**src/rtl/uart_rx_word.sv**
```systemverilog
// UART receiver (8 data bits, LSB first, 1 stop bit) that keeps the last two good bytes as a display word.
// Optional even parity bit enabled by defining UART_RX_PARITY_EN.
module uart_rx_word #(
  parameter int unsigned CLKS_PER_BIT = 868
) (
  input  logic        clk,
  input  logic        rst,
  input  logic        i_rx,
  output logic [7:0]  o_data,
  output logic        o_valid,
  output logic        o_frame_err,
  output logic        o_parity_err,
  output logic [15:0] o_word
);

  localparam int unsigned CNT_W = $clog2(CLKS_PER_BIT);
  localparam logic [CNT_W-1:0] CNT_LAST = CNT_W'(CLKS_PER_BIT - 1);
  localparam logic [CNT_W-1:0] CNT_HALF = CNT_W'(CLKS_PER_BIT / 2 - 1);

  typedef enum logic [2:0] {
    IDLE    = 3'd0,
    START   = 3'd1,
    DATA    = 3'd2,
`ifdef UART_RX_PARITY_EN
    PARITY  = 3'd3,
`endif
    STOP    = 3'd4,
    RECOVER = 3'd5
  } state_t;

  state_t           state, state_n;
  logic             rx_meta, rx_sync;
  logic [CNT_W-1:0] cnt, cnt_n;
  logic [2:0]       bit_idx, bit_n;
  logic [7:0]       shift, shift_n;
  logic [7:0]       data_n;
  logic [15:0]      word_n;
  logic             valid_n, ferr_n, perr_n;
  logic             par_mismatch;
  logic             bit_done;
`ifdef UART_RX_PARITY_EN
  logic             par_bit, par_n;
`endif

  // Registers: synchronizer, FSM state, datapath and outputs
  always_ff @(posedge clk) begin
    if (rst) begin
      rx_meta      <= 1'b1;
      rx_sync      <= 1'b1;
      state        <= IDLE;
      cnt          <= '0;
      bit_idx      <= '0;
      shift        <= '0;
      o_data       <= '0;
      o_word       <= '0;
      o_valid      <= 1'b0;
      o_frame_err  <= 1'b0;
      o_parity_err <= 1'b0;
`ifdef UART_RX_PARITY_EN
      par_bit      <= 1'b0;
`endif
    end else begin
      rx_meta      <= i_rx;
      rx_sync      <= rx_meta;
      state        <= state_n;
      cnt          <= cnt_n;
      bit_idx      <= bit_n;
      shift        <= shift_n;
      o_data       <= data_n;
      o_word       <= word_n;
      o_valid      <= valid_n;
      o_frame_err  <= ferr_n;
      o_parity_err <= perr_n;
`ifdef UART_RX_PARITY_EN
      par_bit      <= par_n;
`endif
    end
  end

  // Next-state and next-output logic
  always_comb begin
    state_n  = state;
    cnt_n    = cnt;
    bit_n    = bit_idx;
    shift_n  = shift;
    data_n   = o_data;
    word_n   = o_word;
    valid_n  = 1'b0;
    ferr_n   = 1'b0;
    perr_n   = 1'b0;
    bit_done = (cnt == CNT_LAST);
`ifdef UART_RX_PARITY_EN
    par_n        = par_bit;
    par_mismatch = ^{shift, par_bit};
`else
    par_mismatch = 1'b0;
`endif

    case (state)
      IDLE: begin
        if (!rx_sync) begin
          state_n = START;
          cnt_n   = '0;
        end
      end
      START: begin
        if (cnt == CNT_HALF) begin
          cnt_n   = '0;
          bit_n   = '0;
          state_n = rx_sync ? IDLE : DATA;
        end else begin
          cnt_n = cnt + CNT_W'(1);
        end
      end
      DATA: begin
        if (bit_done) begin
          cnt_n   = '0;
          shift_n = {rx_sync, shift[7:1]};
          bit_n   = bit_idx + 3'd1;
          if (bit_idx == 3'd7) begin
`ifdef UART_RX_PARITY_EN
            state_n = PARITY;
`else
            state_n = STOP;
`endif
          end
        end else begin
          cnt_n = cnt + CNT_W'(1);
        end
      end
`ifdef UART_RX_PARITY_EN
      PARITY: begin
        if (bit_done) begin
          cnt_n   = '0;
          par_n   = rx_sync;
          state_n = STOP;
        end else begin
          cnt_n = cnt + CNT_W'(1);
        end
      end
`endif
      STOP: begin
        if (bit_done) begin
          cnt_n = '0;
          if (rx_sync && !par_mismatch) begin
            valid_n = 1'b1;
            data_n  = shift;
            word_n  = {o_word[7:0], shift};
            state_n = IDLE;
          end else if (rx_sync) begin
            perr_n  = 1'b1;
            state_n = IDLE;
          end else begin
            ferr_n  = 1'b1;
            perr_n  = par_mismatch;
            state_n = RECOVER;
          end
        end else begin
          cnt_n = cnt + CNT_W'(1);
        end
      end
      // A held-low line after a bad stop bit must not look like a new start
      RECOVER: begin
        if (rx_sync) state_n = IDLE;
      end
      default: state_n = IDLE;
    endcase
  end

endmodule

```
**config.mk**
```make
export PLATFORM = sky130hd
export DESIGN_NAME = uart_rx_word
export DESIGN_NICKNAME = d
export VERILOG_FILES = /design/src/rtl/uart_rx_word.sv
export SDC_FILE = /design/constraint.sdc
export NUM_CORES = 1
export LEC_CHECK = 0
export ABC_AREA = 0
export CAP_MARGIN = 40
export CORE_AREA = 4 4 69 71
export CTS_BUF_LIST = sky130_fd_sc_hd__clkbuf_8 sky130_fd_sc_hd__clkbuf_16
export CTS_CLUSTER_DIAMETER = 100
export DETAILED_ROUTE_END_ITERATION = 6
export DIE_AREA = 0 0 73 75
export PLACE_DENSITY = 0.73
export SLEW_MARGIN = 5
export SYNTH_ARGS = -nofsm -noshare
export SYNTH_HDL_FRONTEND = slang
export SYNTH_SLANG_ARGS = --single-unit
export TNS_END_PERCENT = 20
```
**constraint.sdc**
```tcl
create_clock -name clk -period 5.2 [get_ports clk]
set_input_delay 1.04 -clock clk [delete_from_list [all_inputs] [get_ports clk]]
set_output_delay 1.04 -clock clk [all_outputs]
set_load 0.02 [all_outputs]
```
**After elaboration in Yosys (flattened, before gate mapping)**

Cells that the tools add are included.

- $add $sub $neg: 2
- Equal/unequal tests: 13
- Multiplexer cells: 18
- Bitwise gates (word level): 2
- Reductions and logical operators: 10

Operators by type and width:

| kind | number |
|---|---|
| 10-bit two-way mux | 3 |
| 10-bit case mux with 3 select lines | 1 |
| 3-bit two-way mux | 9 |
| 3-bit case mux with 5 select lines | 1 |
| 2-bit inequality test (second input constant) | 6 |
| 10-bit by 1-bit adder with 10-bit output (second input constant) | 1 |
| 10-bit == test (second input constant) | 1 |
| 10-bit by 9-bit == test with 1-bit output (second input constant) | 1 |
| 3-bit == test (second input constant) | 3 |
| 3-bit case mux with 2 select lines | 1 |
| 3-bit AND reduction | 2 |
| 6-bit AND reduction | 1 |
| 2-bit AND reduction | 2 |
| 3-bit by 1-bit adder with 3-bit output (second input constant) | 1 |
| 3-bit by 1-bit == test with 1-bit output (second input constant) | 1 |
| 3-bit by 2-bit == test with 1-bit output (second input constant) | 1 |
| 3-bit zero test | 1 |
| 3-bit nonzero test | 1 |
| 3-bit OR reduction | 1 |
| 1-bit two-way mux | 2 |
| 2-bit two-way mux | 1 |
| 1-bit inverter | 2 |
| 2-bit nonzero test | 1 |
| 2-bit OR reduction | 1 |

- Flip-flop bits (word level): 52
- Input bits: 3
- Output and inout port bits: 27

**Longest topological paths before layout**

Gate-level depths: netlist of the first run.

- Word-level depth: 4
- Mapped depth: 8

**Worst setup path before layout of the first run**

No wires, ideal clock.

- Path type: flip-flop to flip-flop
- Start: register cnt[0]
- End: register o_word[10]
- Data arrival time: 1.889 ns
- Slack: 3.184 ns
- Cell stages (with the launch flop): 9
- Buffers on the path: 2
- Cells stage by stage: dfxtp_1 > ha_1 > and4bb_1 > nand4_2 > nor4b_1 > buf_2 > buf_6 > mux2i_1 > nor2_1

- Longest elaborated chain between the ends: 2

RTL lines:

| what | line | RTL |
|---|---|---|
| start, declared | 33 | `logic [CNT_W-1:0] cnt, cnt_n;` |
| start signal, assigned | 66 | `cnt <= cnt_n;` |
| 10-bit == test | 91 | `bit_done = (cnt == CNT_LAST);` |
| 3-bit AND reduction (no source line) | n/a |  |
| end signal, assigned | 70 | `o_word <= word_n;` |
| end, declared | 13 | `output logic [15:0] o_word` |

No other way between the ends.
A chain may end at the register's enable or synchronous reset.

==> results of run 1 <==
layout make-up:
type	instances	area (um2)	share of cell area (%)
Clock buffer	6	82.6	3.47
Clock inverter	2	38.8	1.63
Inverter	5	18.8	0.788
Multi-Input combinational cell	148	1000	42.0
Sequential cell	44	881	37.0
Tap cell	52	65.1	2.73
Timing Repair Buffer	30	295	12.4
flip-flops by register name (all words and copies together), names as in the netlist:
register	count
shift	8
o_valid	1
o_word	9
rx_meta	1
rx_sync	1
o_frame_err	1
state	3
bit_idx	3
cnt	10
o_data	7
cell usage in the layout (no fill, tap or decap), types with 3 or more instances in the layout:
cell type / n
sky130_fd_sc_hd__and2_1: 3
sky130_fd_sc_hd__clkbuf_8: 6
sky130_fd_sc_hd__nand4_1: 3
sky130_fd_sc_hd__clkdlybuf4s50_1: 28
sky130_fd_sc_hd__o21ai_0: 4
sky130_fd_sc_hd__mux2i_1: 25
sky130_fd_sc_hd__or2_2: 4
sky130_fd_sc_hd__nand2_1: 12
sky130_fd_sc_hd__nor2_1: 37
sky130_fd_sc_hd__nor3_1: 3
sky130_fd_sc_hd__a22o_1: 5
sky130_fd_sc_hd__nor2b_1: 3
sky130_fd_sc_hd__ha_1: 4
sky130_fd_sc_hd__nand3_1: 4
sky130_fd_sc_hd__a21oi_1: 4
sky130_fd_sc_hd__o22ai_1: 5
sky130_fd_sc_hd__inv_1: 5
sky130_fd_sc_hd__dfxtp_1: 44
layer usage:
metal / vias up / routed length (um) / global-route usage, %
li1: 792 / - / -
met1: 732 / 1870 / 19.8
met2: 23 / 1720 / 21.3
met3: 7 / 126 / 3.87
met4: 0 / 77 / 6.35
met5: - / 0 / 0
report_power, final:
group | total, W | switching [W] | internal (W)
clock network | 0.000275 | 0.000118 | 0.000157
logic | 0.0000261 | 0.0000170 | 0.00000907
registers | 0.000342 | 0.00000320 | 0.000338
cells by family (layout without fill, tap and decap cells):
kind of cell | count (synthesis) | in the layout | synth area share [%]
AOI/OAI and AO/OA | 32 | 32 | 11.7
other | 1 | 1 | 0.184
DFF | 44 | 44 | 43.2
adders and majority gates | 4 | 4 | 2.46
buffers and inverters | 27 | 43 | 7.98
muxes | 26 | 26 | 12.8
and+or+nand+nor | 84 | 84 | 21.1
xor gates and xnor gates | 1 | 1 | 0.430
final timing paths:
check / depth (start not counted) / startpoint / to / slack, ns
worst max-delay path: 6 / rst / cnt[4] / 2.53
worst max register to register: 7 / cnt[1] / cnt[9] / 2.90
worst min register to register: 1 / rx_meta / rx_sync / 0.41
worst min-delay path: 1 / rx_meta / rx_sync / 0.41
stage by stage:
| stage | hold slack [ns] | utilization [%] | area (um2) | cells | total power, W |
|---|---|---|---|---|---|
| after global placement | 0.393 | 53.4 | 2260 | 279 | 0.000375 |
| final | 0.412 | 56.2 | 2380 | 287 | 0.000643 |
| after global routing | 0.430 | 56.2 | 2380 | 287 | 0.000668 |
| after detailed placement | 0.395 | 53.4 | 2260 | 279 | 0.000375 |
| after floorplan | 0.389 | - | 2040 | 219 | 0.000370 |
| after CTS | 0.414 | 56.2 | 2380 | 287 | 0.000649 |
==> impl_results.html, run 1 <==
<table>
<tr><th>Metric</th><th>Value</th></tr>
<tr><th colspan="2">Clocking</th></tr>
<tr><td>Clk buf depth</td><td>2</td></tr>
<tr><td>Total number of H-tree levels</td><td>2</td></tr>
<tr><td>Worst-Skew Late Latency</td><td>0.30 ns</td></tr>
<tr><td>Cell at the root of the clock tree</td><td>sky130_fd_sc_hd__clkbuf_8</td></tr>
<tr><td>Count of clock tree sinks</td><td>44</td></tr>
<tr><td>Cts-stage hold buffer count</td><td>0</td></tr>
<tr><td>Clock buffer count from CTS</td><td>5</td></tr>
<tr><td>Post-CTS Repair Setup Buffers</td><td>0</td></tr>
<tr><td>Resize count post-CTS</td><td>0</td></tr>
<tr><td>Clock edge transition at the registers on the reported setup and hold paths</td><td>0.08 ns</td></tr>
<tr><td>CTS tree</td><td>done</td></tr>
<tr><th colspan="2">Route</th></tr>
<tr><td>1st-iter DRT viols</td><td>168</td></tr>
<tr><td>DRT antenna net count</td><td>0</td></tr>
<tr><td>Vias/cell</td><td>5.41</td></tr>
<tr><td>Routed WL</td><td>3.80 mm</td></tr>
<tr><td>Detail-routed net length per standard cell</td><td>13.2 um</td></tr>
<tr><td>Vias after detailed routing</td><td>1554</td></tr>
<tr><td>Post-route DRC</td><td>0</td></tr>
<tr><td>Number of iterations in the first detailed-routing pass</td><td>4</td></tr>
<tr><th colspan="2">Floorplan</th></tr>
<tr><td>Top Ports</td><td>30</td></tr>
<tr><td>Die width</td><td>73 um</td></tr>
<tr><td>Initial core utilization</td><td>48.1%</td></tr>
<tr><td>Row Count</td><td>24</td></tr>
<tr><td>Die Y</td><td>75 um</td></tr>
<tr><td>Std-Cell Core Area</td><td>4230 um2</td></tr>
<tr><td>Die area</td><td>5480 um2</td></tr>
<tr><th colspan="2">Power and ir drop</th></tr>
<tr><td>Pwr dens</td><td>270 nW/um2</td></tr>
<tr><td>Worst IR Drop VDD</td><td>213 uV</td></tr>
<tr><td>Reported leakage power</td><td>0.906 nW</td></tr>
<tr><th colspan="2">Job</th></tr>
<tr><td>Max_cap viols</td><td>0</td></tr>
<tr><th colspan="2">Yosys</th></tr>
<tr><td>Cell types with the largest area share after synthesis</td><td>sky130_fd_sc_hd__dfxtp_1 (43%), sky130_fd_sc_hd__mux2i_1 (12%), sky130_fd_sc_hd__nor2_1 (6.8%)</td></tr>
<tr><td>Portion of the post-synthesis area used by sequential elements</td><td>43.2%</td></tr>
<tr><td>Mean post-synth cell area</td><td>9.30 um2</td></tr>
<tr><td>Cells after Synth</td><td>219</td></tr>
<tr><td>Yosys top cell by area</td><td>sky130_fd_sc_hd__dfxtp_1</td></tr>
<tr><td>Prevailing post-synth register cell</td><td>sky130_fd_sc_hd__dfxtp_1</td></tr>
<tr><td>Post-synth top cells</td><td>sky130_fd_sc_hd__dfxtp_1 (44), sky130_fd_sc_hd__nor2_1 (37), sky130_fd_sc_hd__mux2i_1 (25)</td></tr>
<tr><td>Register bit total from synthesis</td><td>44</td></tr>
<tr><td>Top cell type's share of synthesized area</td><td>43.2%</td></tr>
<tr><td>Number of warning messages in the yosys log</td><td>0</td></tr>
<tr><td>Netlist Area Pre-Place</td><td>2040 um2</td></tr>
<tr><td>Most common cell in the synthesized netlist</td><td>sky130_fd_sc_hd__dfxtp_1</td></tr>
<tr><td>Share of flip-flops with an asynchronous set or reset after synthesis</td><td>0%</td></tr>
<tr><td>Nets in the synthesized netlist</td><td>226</td></tr>
<tr><td>Netlist cell types</td><td>45</td></tr>
<tr><td>EDFF count, synth</td><td>0</td></tr>
<tr><th colspan="2">Timing</th></tr>
<tr><td>Count of final max-slew check failures</td><td>0</td></tr>
<tr><td>Final-report hold violation count</td><td>0</td></tr>
<tr><td>Number of setup violations in the final report</td><td>0</td></tr>
<tr><td>Worst path setup slack after routing</td><td>2.53 ns</td></tr>
<tr><td>Final critical-path required period</td><td>2.67 ns</td></tr>
<tr><td>Share of the clock period used by the worst path</td><td>51.3%</td></tr>
<tr><td>Unrepaired setup endpoints after global routing</td><td>no</td></tr>
<tr><td>Fmax</td><td>375 MHz</td></tr>
<tr><td>Aggregate negative setup slack</td><td>0 ns</td></tr>
<tr><td>Largest clock skew in the final design</td><td>0.00998 ns</td></tr>
<tr><td>Relative slew slack</td><td>40.9%</td></tr>
<tr><td>Least-Margin Pin Slew</td><td>0.886 ns</td></tr>
<tr><th colspan="2">Worst setup path</th></tr>
<tr><td>Sequence of cells on the critical path</td><td>clkdlybuf4s50_1 &gt; buf_4 &gt; inv_1 &gt; a32oi_2 &gt; o22ai_1 &gt; a22o_1</td></tr>
<tr><td>Crit-path slowest cell</td><td>sky130_fd_sc_hd__clkdlybuf4s50_1</td></tr>
<tr><td>Maximum net fanout on the critical path</td><td>42</td></tr>
<tr><td>Count of buffer and inverter cells on the critical path</td><td>3</td></tr>
<tr><td>Worst EP arrival</td><td>2.86 ns</td></tr>
<tr><td>CP top delay family</td><td>buffers and inverters</td></tr>
<tr><td>Crit end category</td><td>flip-flop</td></tr>
<tr><td>Kind of launch point of the worst setup path</td><td>primary input</td></tr>
<tr><td>Required arrival time at the worst endpoint</td><td>5.39 ns</td></tr>
<tr><td>Category of the most critical setup path</td><td>in -&gt; reg</td></tr>
<tr><td>Worst stage delay on the critical path</td><td>0.46 ns</td></tr>
<tr><th colspan="2">Global route</th></tr>
<tr><td>Maximum number of pins on one net before global-route repair</td><td>43</td></tr>
<tr><td>Congestion Overflow GR</td><td>0</td></tr>
<tr><td>First-pass GRT wire length</td><td>6.16 mm</td></tr>
<tr><td>Number of antenna violations at the first check in global routing</td><td>0</td></tr>
<tr><td>Via count of the first global-routing pass</td><td>1376</td></tr>
<tr><td>Total routing usage reported by global routing</td><td>14.4%</td></tr>
<tr><th colspan="2">Worst hold path</th></tr>
<tr><td>Worst hold-check path type</td><td>reg -&gt; reg</td></tr>
<tr><th colspan="2">Run status</th></tr>
<tr><td>Outcome</td><td>finished, final reports clean</td></tr>
<tr><th colspan="2">Layout</th></tr>
<tr><td>Layout cell share with drive strength beyond 1</td><td>8.51%</td></tr>
<tr><td>Area added between synthesis and finish</td><td>16.9%</td></tr>
<tr><td>Total Nets Final</td><td>241</td></tr>
<tr><td>Number of filler instances in the final layout</td><td>372</td></tr>
<tr><td>Ant. Diodes</td><td>0</td></tr>
<tr><th colspan="2">Placement</th></tr>
<tr><td>Placer's final routability congestion estimate</td><td>0.822</td></tr>
<tr><td>Buffers added on ports</td><td>28</td></tr>
<tr><td>Post-placement worst setup slack</td><td>2.24 ns</td></tr>
<tr><td>Sum of net half-perimeters after detailed placement</td><td>2.56 mm</td></tr>
</table>
No activity file was read; power rests on OpenSTA's default activity.
==> inputs of run 2 (changes only) <==
--- a/config.mk
+++ b/config.mk
@@ -7,12 +7,12 @@
 export LEC_CHECK = 0
 export ABC_AREA = 0
 export CAP_MARGIN = 40
-export CORE_AREA = 4 4 69 71
+export CORE_AREA = 4 4 71 73
 export CTS_BUF_LIST = sky130_fd_sc_hd__clkbuf_8 sky130_fd_sc_hd__clkbuf_16
 export CTS_CLUSTER_DIAMETER = 100
 export DETAILED_ROUTE_END_ITERATION = 6
-export DIE_AREA = 0 0 73 75
-export PLACE_DENSITY = 0.73
+export DIE_AREA = 0 0 75 77
+export PLACE_DENSITY = 0.72
 export SLEW_MARGIN = 5
 export SYNTH_ARGS = -nofsm -noshare
 export SYNTH_HDL_FRONTEND = slang
==> constraint.sdc (replaced) <==
create_clock -name clk -period 2.35 [get_ports clk]
set_input_delay 0.47 -clock clk [delete_from_list [all_inputs] [get_ports clk]]
set_output_delay 0.47 -clock clk [all_outputs]
set_load 0.02 [all_outputs]
==> impl_results.html, run 2 (synthesized netlist as in run 1, its figures left out) <==
<table>
<tr><th>Metric</th><th>Value</th></tr>
<tr><th colspan="2">Route</th></tr>
<tr><td>Vias after detailed routing</td><td>1575 (+1.4%)</td></tr>
<tr><td>Number of iterations in the first detailed-routing pass</td><td>4 (unchanged)</td></tr>
<tr><td>Detail-routed net length per standard cell</td><td>13.7 um (+3.3%)</td></tr>
<tr><td>Vias/cell</td><td>5.45 (+0.65%)</td></tr>
<tr><td>DRT antenna net count</td><td>0 (unchanged)</td></tr>
<tr><td>Post-route DRC</td><td>0 (unchanged)</td></tr>
<tr><td>Routed WL</td><td>3.95 mm (+4.0%)</td></tr>
<tr><td>1st-iter DRT viols</td><td>95 (-43%)</td></tr>
<tr><th colspan="2">Global route</th></tr>
<tr><td>Total routing usage reported by global routing</td><td>14.4% (-0.058 points)</td></tr>
<tr><td>First-pass GRT wire length</td><td>6.71 mm (+9.0%)</td></tr>
<tr><td>Via count of the first global-routing pass</td><td>1470 (+6.8%)</td></tr>
<tr><td>Number of antenna violations at the first check in global routing</td><td>0 (unchanged)</td></tr>
<tr><td>Congestion Overflow GR</td><td>0 (unchanged)</td></tr>
<tr><td>Maximum number of pins on one net before global-route repair</td><td>31 (-28%)</td></tr>
<tr><th colspan="2">Clocking</th></tr>
<tr><td>Worst-Skew Late Latency</td><td>0.29 ns (about the same)</td></tr>
<tr><td>Post-CTS Repair Setup Buffers</td><td>0 (unchanged)</td></tr>
<tr><td>Clock edge transition at the registers on the reported setup and hold paths</td><td>0.07 ns (about the same)</td></tr>
<tr><td>Cts-stage hold buffer count</td><td>0 (unchanged)</td></tr>
<tr><td>CTS tree</td><td>done</td></tr>
<tr><td>Total number of H-tree levels</td><td>2 (unchanged)</td></tr>
<tr><td>Cell at the root of the clock tree</td><td>sky130_fd_sc_hd__clkbuf_8</td></tr>
<tr><td>Clk buf depth</td><td>2 (unchanged)</td></tr>
<tr><td>Resize count post-CTS</td><td>0 (unchanged)</td></tr>
<tr><td>Count of clock tree sinks</td><td>44 (unchanged)</td></tr>
<tr><td>Clock buffer count from CTS</td><td>5 (unchanged)</td></tr>
<tr><th colspan="2">Timing</th></tr>
<tr><td>Final-report hold violation count</td><td>0 (unchanged)</td></tr>
<tr><td>Fmax</td><td>464 MHz</td></tr>
<tr><td>Count of final max-slew check failures</td><td>0 (unchanged)</td></tr>
<tr><td>Unrepaired setup endpoints after global routing</td><td>no</td></tr>
<tr><td>Aggregate negative setup slack</td><td>0 ns (unchanged)</td></tr>
<tr><td>Number of setup violations in the final report</td><td>0 (unchanged)</td></tr>
<tr><td>Share of the clock period used by the worst path</td><td>91.6%</td></tr>
<tr><td>Worst path setup slack after routing</td><td>0.197 ns (-2.33 ns)</td></tr>
<tr><td>Largest clock skew in the final design</td><td>0.0106 ns (+0.000662 ns)</td></tr>
<tr><td>Final critical-path required period</td><td>2.15 ns</td></tr>
<tr><th colspan="2">Floorplan</th></tr>
<tr><td>Initial core utilization</td><td>46.8% (-1.3 points)</td></tr>
<tr><td>Top Ports</td><td>30 (unchanged)</td></tr>
<tr><td>Die area</td><td>5780 um2 (+5.5%)</td></tr>
<tr><td>Die Y</td><td>77 um (+2.7%)</td></tr>
<tr><td>Die width</td><td>75 um (+2.7%)</td></tr>
<tr><td>Row Count</td><td>24 (unchanged)</td></tr>
<tr><td>Std-Cell Core Area</td><td>4350 um2 (+2.8%)</td></tr>
<tr><th colspan="2">Layout</th></tr>
<tr><td>Total Nets Final</td><td>244 (+1.2%)</td></tr>
<tr><td>Leading cell type in the layout, fill and taps excluded</td><td>sky130_fd_sc_hd__dfxtp_1</td></tr>
<tr><td>Max FFs per register</td><td>10 (unchanged)</td></tr>
<tr><td>Highest-count cells in the layout ignoring fill and taps</td><td>sky130_fd_sc_hd__dfxtp_1 (44), sky130_fd_sc_hd__nor2_1 (37), sky130_fd_sc_hd__clkdlybuf4s50_1 (28), sky130_fd_sc_hd__mux2i_1 (25), sky130_fd_sc_hd__nand2_1 (12)</td></tr>
<tr><td>Utilization of the core after routing</td><td>54.6% (-1.7 points)</td></tr>
<tr><td>Layout Cell Area excl Fill</td><td>2380 um2 (-0.21%)</td></tr>
<tr><td>Area occupied by registers</td><td>881 um2 (unchanged)</td></tr>
<tr><td>Registers with the highest flip-flop counts</td><td>cnt: 10 flops, o_word: 9 flops, shift: 8 flops</td></tr>
<tr><td>Number of filler instances in the final layout</td><td>390 (+4.8%)</td></tr>
<tr><td>Biggest register</td><td>cnt</td></tr>
<tr><td>Area added between synthesis and finish</td><td>16.6%</td></tr>
<tr><td>Layout cell share with drive strength beyond 1</td><td>9.28% (+0.77 points)</td></tr>
<tr><td>Ant. Diodes</td><td>0 (unchanged)</td></tr>
<tr><td>Multi-input gate area</td><td>1000 um2 (unchanged)</td></tr>
<tr><th colspan="2">Worst hold path</th></tr>
<tr><td>Endpoint with the worst hold slack</td><td>rx_sync</td></tr>
<tr><td>Depth of the worst hold-timing path</td><td>1 (unchanged)</td></tr>
<tr><td>Worst hold-check path type</td><td>reg -&gt; reg</td></tr>
<tr><td>Start point of the worst hold path</td><td>rx_meta</td></tr>
<tr><th colspan="2">Worst setup path</th></tr>
<tr><td>Reg2reg end</td><td>cnt[9]</td></tr>
<tr><td>Maximum net fanout on the critical path</td><td>6 (-86%)</td></tr>
<tr><td>CP top delay family</td><td>simple AND/OR/NAND/NOR gates</td></tr>
<tr><td>Worst stage delay on the critical path</td><td>0.61 ns (+0.15 ns)</td></tr>
<tr><td>Internal reg-to-reg setup slack</td><td>0.20 ns (-2.70 ns)</td></tr>
<tr><td>Category of the most critical setup path</td><td>reg -&gt; reg</td></tr>
<tr><td>Crit-path slowest cell</td><td>sky130_fd_sc_hd__or4b_2</td></tr>
<tr><td>Required arrival time at the worst endpoint</td><td>2.56 ns (-2.83 ns)</td></tr>
<tr><td>Count of buffer and inverter cells on the critical path</td><td>1 (-2)</td></tr>
<tr><td>R2r startpoint</td><td>cnt[1]</td></tr>
<tr><td>Sequence of cells on the critical path</td><td>inv_1 &gt; ha_1 &gt; and4bb_1 &gt; a41oi_1 &gt; a32o_1 &gt; or4b_2 &gt; o211ai_1</td></tr>
<tr><td>Worst EP arrival</td><td>2.36 ns (-0.50 ns)</td></tr>
<tr><td>Kind of launch point of the worst setup path</td><td>flip-flop</td></tr>
<tr><td>Number of cells on the worst reg-to-reg path</td><td>7 (unchanged)</td></tr>
<tr><td>Crit end category</td><td>flip-flop</td></tr>
<tr><th colspan="2">Power and ir drop</th></tr>
<tr><td>Power consumption</td><td>0.00127 W (+97%)</td></tr>
<tr><td>Reported leakage power</td><td>0.903 nW (-0.37%)</td></tr>
<tr><td>Worst IR Drop VDD</td><td>438 uV (+110%)</td></tr>
<tr><td>Pwr dens</td><td>534 nW/um2 (+98%)</td></tr>
<tr><th colspan="2">Placement</th></tr>
<tr><td>Placer's final routability congestion estimate</td><td>0.830 (+0.99%)</td></tr>
<tr><td>Placement Cell Area</td><td>2290 um2 (+1.6%)</td></tr>
<tr><td>Sum of net half-perimeters after detailed placement</td><td>2.77 mm (+8.2%)</td></tr>
<tr><td>Buffers added on ports</td><td>28 (unchanged)</td></tr>
<tr><td>Post-placement worst setup slack</td><td>0.238 ns (-2.00 ns)</td></tr>
<tr><th colspan="2">Job</th></tr>
<tr><td>Max_cap viols</td><td>0 (unchanged)</td></tr>
<tr><th colspan="2">Run status</th></tr>
<tr><td>Outcome</td><td>finished, final reports clean</td></tr>
</table>
[run 2: metrics by stage]
step | cells | hold WS, ns
finish | 289 | 0.412
global route | 289 | 0.442
detailed placement | 282 | 0.398
global placement | 282 | 0.393
CTS | 289 | 0.416
floorplan | 219 | 0.389
[run 2: metal layers]
layer	up-vias	share of wire, %	global-route usage, %
li1	796	-	-
met1	743	48	18.6
met2	34	47	23.3
met3	2	4.4	3.66
met4	0	0.91	3.91
met5	-	0	0
[run 2: worst max path at each step]
stage	start	to	slack [ns]	depth (start not counted)
6_report	cnt[1]	cnt[9]	0.20	7
5_1_grt	cnt[0]	cnt[4]	0.07	6
2_1_floorplan	cnt[0]	o_word[10]	0.33	8
4_1_cts	cnt[1]	cnt[9]	0.21	7
3_3_place_gp	cnt[0]	cnt[6]	0.29	6
3_5_place_dp	cnt[1]	cnt[9]	0.24	7
[run 2: area by class of cell]
| class | instances | share of cell area [%] |
|---|---|---|
| Clock buffer | 5 | 2.90 |
| Clock inverter | 2 | 0.527 |
| Inverter | 5 | 0.790 |
| Multi-Input combinational cell | 148 | 42.1 |
| Sequential cell | 44 | 37.1 |
| Tap cell | 52 | 2.74 |
| Timing Repair Buffer | 33 | 13.9 |
[run 2: worst reg2reg max path, delay by kind of cell, from the launching register on]
kind                     cells  cell delay [ns]
AO/OA/AOI/OAI                3             0.65
adder cells (fa/ha/maj)      1             0.16
buffers and inverters        1             0.06
flip-flops                   1             0.39
AND/OR/NAND/NOR              2             0.82
[run 2: power by group]
group          leakage [nW]  switching, W   total, W  internal, W
Clock                0.0400      0.000245   0.000447     0.000201
Sequential            0.355    0.00000753   0.000757     0.000749
Combinational         0.508     0.0000403  0.0000648    0.0000244
Total                 0.903      0.000293    0.00127     0.000975
==> inputs of run 3 (changes only) <==
--- a/config.mk
+++ b/config.mk
@@ -6,13 +6,13 @@
 export NUM_CORES = 1
 export LEC_CHECK = 0
 export ABC_AREA = 0
-export CAP_MARGIN = 40
-export CORE_AREA = 4 4 71 73
+export CAP_MARGIN = 20
+export CORE_AREA = 4 4 69 71
 export CTS_BUF_LIST = sky130_fd_sc_hd__clkbuf_8 sky130_fd_sc_hd__clkbuf_16
 export CTS_CLUSTER_DIAMETER = 100
 export DETAILED_ROUTE_END_ITERATION = 6
-export DIE_AREA = 0 0 75 77
-export PLACE_DENSITY = 0.72
+export DIE_AREA = 0 0 73 75
+export PLACE_DENSITY = 0.73
 export SLEW_MARGIN = 5
 export SYNTH_ARGS = -nofsm -noshare
 export SYNTH_HDL_FRONTEND = slang
==> constraint.sdc (replaced) <==
create_clock -name clk -period 2.6 [get_ports clk]
set_input_delay 0.52 -clock clk [delete_from_list [all_inputs] [get_ports clk]]
set_output_delay 0.52 -clock clk [all_outputs]
set_load 0.02 [all_outputs]
==> impl_results.html, run 3 (synthesized netlist as in run 1, its figures left out) <==
<table>
<tr><th>Metric</th><th>Value</th></tr>
<tr><th colspan="2">Run status</th></tr>
<tr><td>Outcome</td><td>finished, final reports clean</td></tr>
<tr><th colspan="2">Job</th></tr>
<tr><td>Max_cap viols</td><td>0 (unchanged)</td></tr>
<tr><th colspan="2">Route</th></tr>
<tr><td>1st-iter DRT viols</td><td>123 (+29%)</td></tr>
<tr><td>DRT antenna net count</td><td>0 (unchanged)</td></tr>
<tr><td>Vias/cell</td><td>5.41 (-0.70%)</td></tr>
<tr><td>Post-route DRC</td><td>0 (unchanged)</td></tr>
<tr><td>Detail-routed net length per standard cell</td><td>13.4 um (-1.6%)</td></tr>
<tr><td>Vias after detailed routing</td><td>1564 (-0.70%)</td></tr>
<tr><td>Routed WL</td><td>3.88 mm (-1.6%)</td></tr>
<tr><td>Number of iterations in the first detailed-routing pass</td><td>4 (unchanged)</td></tr>
<tr><th colspan="2">Timing</th></tr>
<tr><td>Count of final max-slew check failures</td><td>0 (unchanged)</td></tr>
<tr><td>Fmax</td><td>439 MHz (-5.6%)</td></tr>
<tr><td>Unrepaired setup endpoints after global routing</td><td>no</td></tr>
<tr><td>Share of the clock period used by the worst path</td><td>87.7% (-3.9 points)</td></tr>
<tr><td>Aggregate negative setup slack</td><td>0 ns (unchanged)</td></tr>
<tr><td>Final critical-path required period</td><td>2.28 ns (+0.128 ns)</td></tr>
<tr><td>Largest clock skew in the final design</td><td>0.00964 ns (-0.00101 ns)</td></tr>
<tr><td>Final-report hold violation count</td><td>0 (unchanged)</td></tr>
<tr><td>Number of setup violations in the final report</td><td>0 (unchanged)</td></tr>
<tr><th colspan="2">Layout</th></tr>
<tr><td>Area occupied by registers</td><td>881 um2 (unchanged)</td></tr>
<tr><td>Registers with the highest flip-flop counts</td><td>cnt: 10 flops, o_word: 9 flops, shift: 8 flops</td></tr>
<tr><td>Biggest register</td><td>cnt</td></tr>
<tr><td>Layout Cell Area excl Fill</td><td>2400 um2 (+0.84%)</td></tr>
<tr><td>Layout cell share with drive strength beyond 1</td><td>9.28% (unchanged)</td></tr>
<tr><td>Multi-input gate area</td><td>1000 um2 (unchanged)</td></tr>
<tr><td>Number of filler instances in the final layout</td><td>381 (-2.3%)</td></tr>
<tr><td>Max FFs per register</td><td>10 (unchanged)</td></tr>
<tr><td>Total Nets Final</td><td>243 (-0.41%)</td></tr>
<tr><td>Highest-count cells in the layout ignoring fill and taps</td><td>sky130_fd_sc_hd__dfxtp_1 (44), sky130_fd_sc_hd__nor2_1 (37), sky130_fd_sc_hd__clkdlybuf4s50_1 (28), sky130_fd_sc_hd__mux2i_1 (25), sky130_fd_sc_hd__nand2_1 (12)</td></tr>
<tr><td>Utilization of the core after routing</td><td>56.6% (+2.0 points)</td></tr>
<tr><td>Area added between synthesis and finish</td><td>17.6%</td></tr>
<tr><td>Ant. Diodes</td><td>0 (unchanged)</td></tr>
<tr><td>Leading cell type in the layout, fill and taps excluded</td><td>sky130_fd_sc_hd__dfxtp_1</td></tr>
<tr><th colspan="2">Global route</th></tr>
<tr><td>Congestion Overflow GR</td><td>0 (unchanged)</td></tr>
<tr><td>Maximum number of pins on one net before global-route repair</td><td>22 (-29%)</td></tr>
<tr><td>Number of antenna violations at the first check in global routing</td><td>0 (unchanged)</td></tr>
<tr><td>Total routing usage reported by global routing</td><td>15.3% (+0.96 points)</td></tr>
<tr><td>Via count of the first global-routing pass</td><td>1452 (-1.2%)</td></tr>
<tr><td>First-pass GRT wire length</td><td>6.59 mm (-1.8%)</td></tr>
<tr><th colspan="2">Floorplan</th></tr>
<tr><td>Std-Cell Core Area</td><td>4230 um2 (-2.8%)</td></tr>
<tr><td>Die Y</td><td>75 um (-2.6%)</td></tr>
<tr><td>Die area</td><td>5480 um2 (-5.2%)</td></tr>
<tr><td>Die width</td><td>73 um (-2.7%)</td></tr>
<tr><td>Initial core utilization</td><td>48.1% (+1.3 points)</td></tr>
<tr><td>Top Ports</td><td>30 (unchanged)</td></tr>
<tr><td>Row Count</td><td>24 (unchanged)</td></tr>
<tr><th colspan="2">Placement</th></tr>
<tr><td>Buffers added on ports</td><td>28 (unchanged)</td></tr>
<tr><td>Placement Cell Area</td><td>2270 um2 (-0.87%)</td></tr>
<tr><td>Placer's final routability congestion estimate</td><td>0.813 (-2.1%)</td></tr>
<tr><td>Sum of net half-perimeters after detailed placement</td><td>2.67 mm (-3.6%)</td></tr>
<tr><th colspan="2">Clocking</th></tr>
<tr><td>Clock buffer count from CTS</td><td>5 (unchanged)</td></tr>
<tr><td>Total number of H-tree levels</td><td>2 (unchanged)</td></tr>
<tr><td>CTS tree</td><td>done</td></tr>
<tr><td>Resize count post-CTS</td><td>0 (unchanged)</td></tr>
<tr><td>Clk buf depth</td><td>2 (unchanged)</td></tr>
<tr><td>Post-CTS Repair Setup Buffers</td><td>0 (unchanged)</td></tr>
<tr><td>Count of clock tree sinks</td><td>44 (unchanged)</td></tr>
<tr><td>Cts-stage hold buffer count</td><td>0 (unchanged)</td></tr>
<tr><td>Worst-Skew Late Latency</td><td>0.30 ns (about the same)</td></tr>
<tr><td>Cell at the root of the clock tree</td><td>sky130_fd_sc_hd__clkbuf_8</td></tr>
<tr><td>Clock edge transition at the registers on the reported setup and hold paths</td><td>0.09 ns (+0.02 ns)</td></tr>
<tr><th colspan="2">Worst setup path</th></tr>
<tr><td>Required arrival time at the worst endpoint</td><td>2.83 ns (+0.27 ns)</td></tr>
<tr><td>Crit-path slowest cell</td><td>sky130_fd_sc_hd__or4b_2</td></tr>
<tr><td>Worst EP arrival</td><td>2.51 ns (+0.15 ns)</td></tr>
<tr><td>Count of buffer and inverter cells on the critical path</td><td>1 (unchanged)</td></tr>
<tr><td>Maximum net fanout on the critical path</td><td>11 (+5)</td></tr>
<tr><td>Kind of launch point of the worst setup path</td><td>flip-flop</td></tr>
<tr><td>Crit end category</td><td>flip-flop</td></tr>
<tr><td>CP top delay family</td><td>simple AND/OR/NAND/NOR gates</td></tr>
<tr><td>Number of cells on the worst reg-to-reg path</td><td>7 (unchanged)</td></tr>
<tr><td>Worst stage delay on the critical path</td><td>0.62 ns (about the same)</td></tr>
<tr><td>Category of the most critical setup path</td><td>reg -&gt; reg</td></tr>
<tr><td>Sequence of cells on the critical path</td><td>inv_1 &gt; ha_1 &gt; and4bb_1 &gt; a41oi_1 &gt; a32o_1 &gt; or4b_2 &gt; o211ai_1</td></tr>
<tr><td>Logic depth of the worst path, buffers included</td><td>7 (unchanged)</td></tr>
<tr><th colspan="2">Worst hold path</th></tr>
<tr><td>Depth of the worst hold-timing path</td><td>1 (unchanged)</td></tr>
<tr><td>Worst hold-check path type</td><td>reg -&gt; reg</td></tr>
<tr><th colspan="2">Power and ir drop</th></tr>
<tr><td>Reported leakage power</td><td>0.916 nW (+1.5%)</td></tr>
<tr><td>Worst IR Drop VDD</td><td>412 uV (-6.0%)</td></tr>
<tr><td>Pwr dens</td><td>538 nW/um2 (+0.89%)</td></tr>
</table>
## run 3: cell count changes in the layout (fill, tap and decap cells not counted), sizes merged
cell      delta
buf          -1
clkbuf       +1
clkinvlp     -1
bufinv       +1
## run 3: final timing paths
kind | startpoint | endpoint | slack [ns]
hold / removal | rx_meta | rx_sync | 0.42
setup / recovery | cnt[1] | cnt[9] | 0.32
setup reg to reg | cnt[1] | cnt[9] | 0.32
hold reg to reg | rx_meta | rx_sync | 0.42
## run 3: where the power goes
group	switching (W)	internal, W	total [W]
registers	0.00000662	0.000677	0.000684
logic	0.0000355	0.0000209	0.0000564
clock network	0.000236	0.000314	0.000550
## run 3: through the flow
stage	total power, W	hold slack, ns	worst slack, ns	cells
after floorplan	0.000740	0.389	0.584	219
after global placement	0.000755	0.397	0.443	281
after detailed placement	0.000756	0.395	0.340	281
after CTS	0.00131	0.421	0.341	289
after global routing	0.00134	0.449	0.167	289
final	0.00129	0.423	0.320	289
## run 3: layout make-up
class / count / share of cell area, %
Clock buffer: 6 / 3.45
Tap cell: 52 / 2.72
Timing Repair Buffer: 32 / 13.0
Inverter: 5 / 0.783
Sequential cell: 44 / 36.8
Clock inverter: 2 / 1.62
Multi-Input combinational cell: 148 / 41.7
## run 3: layer usage
layer	share of wire, %	GRT usage [%]	up-vias
li1	-	-	796
met1	47	20.6	729
met2	48	23.2	37
met3	4.5	4.67	2
met4	0.72	5.74	0
met5	0	0	-
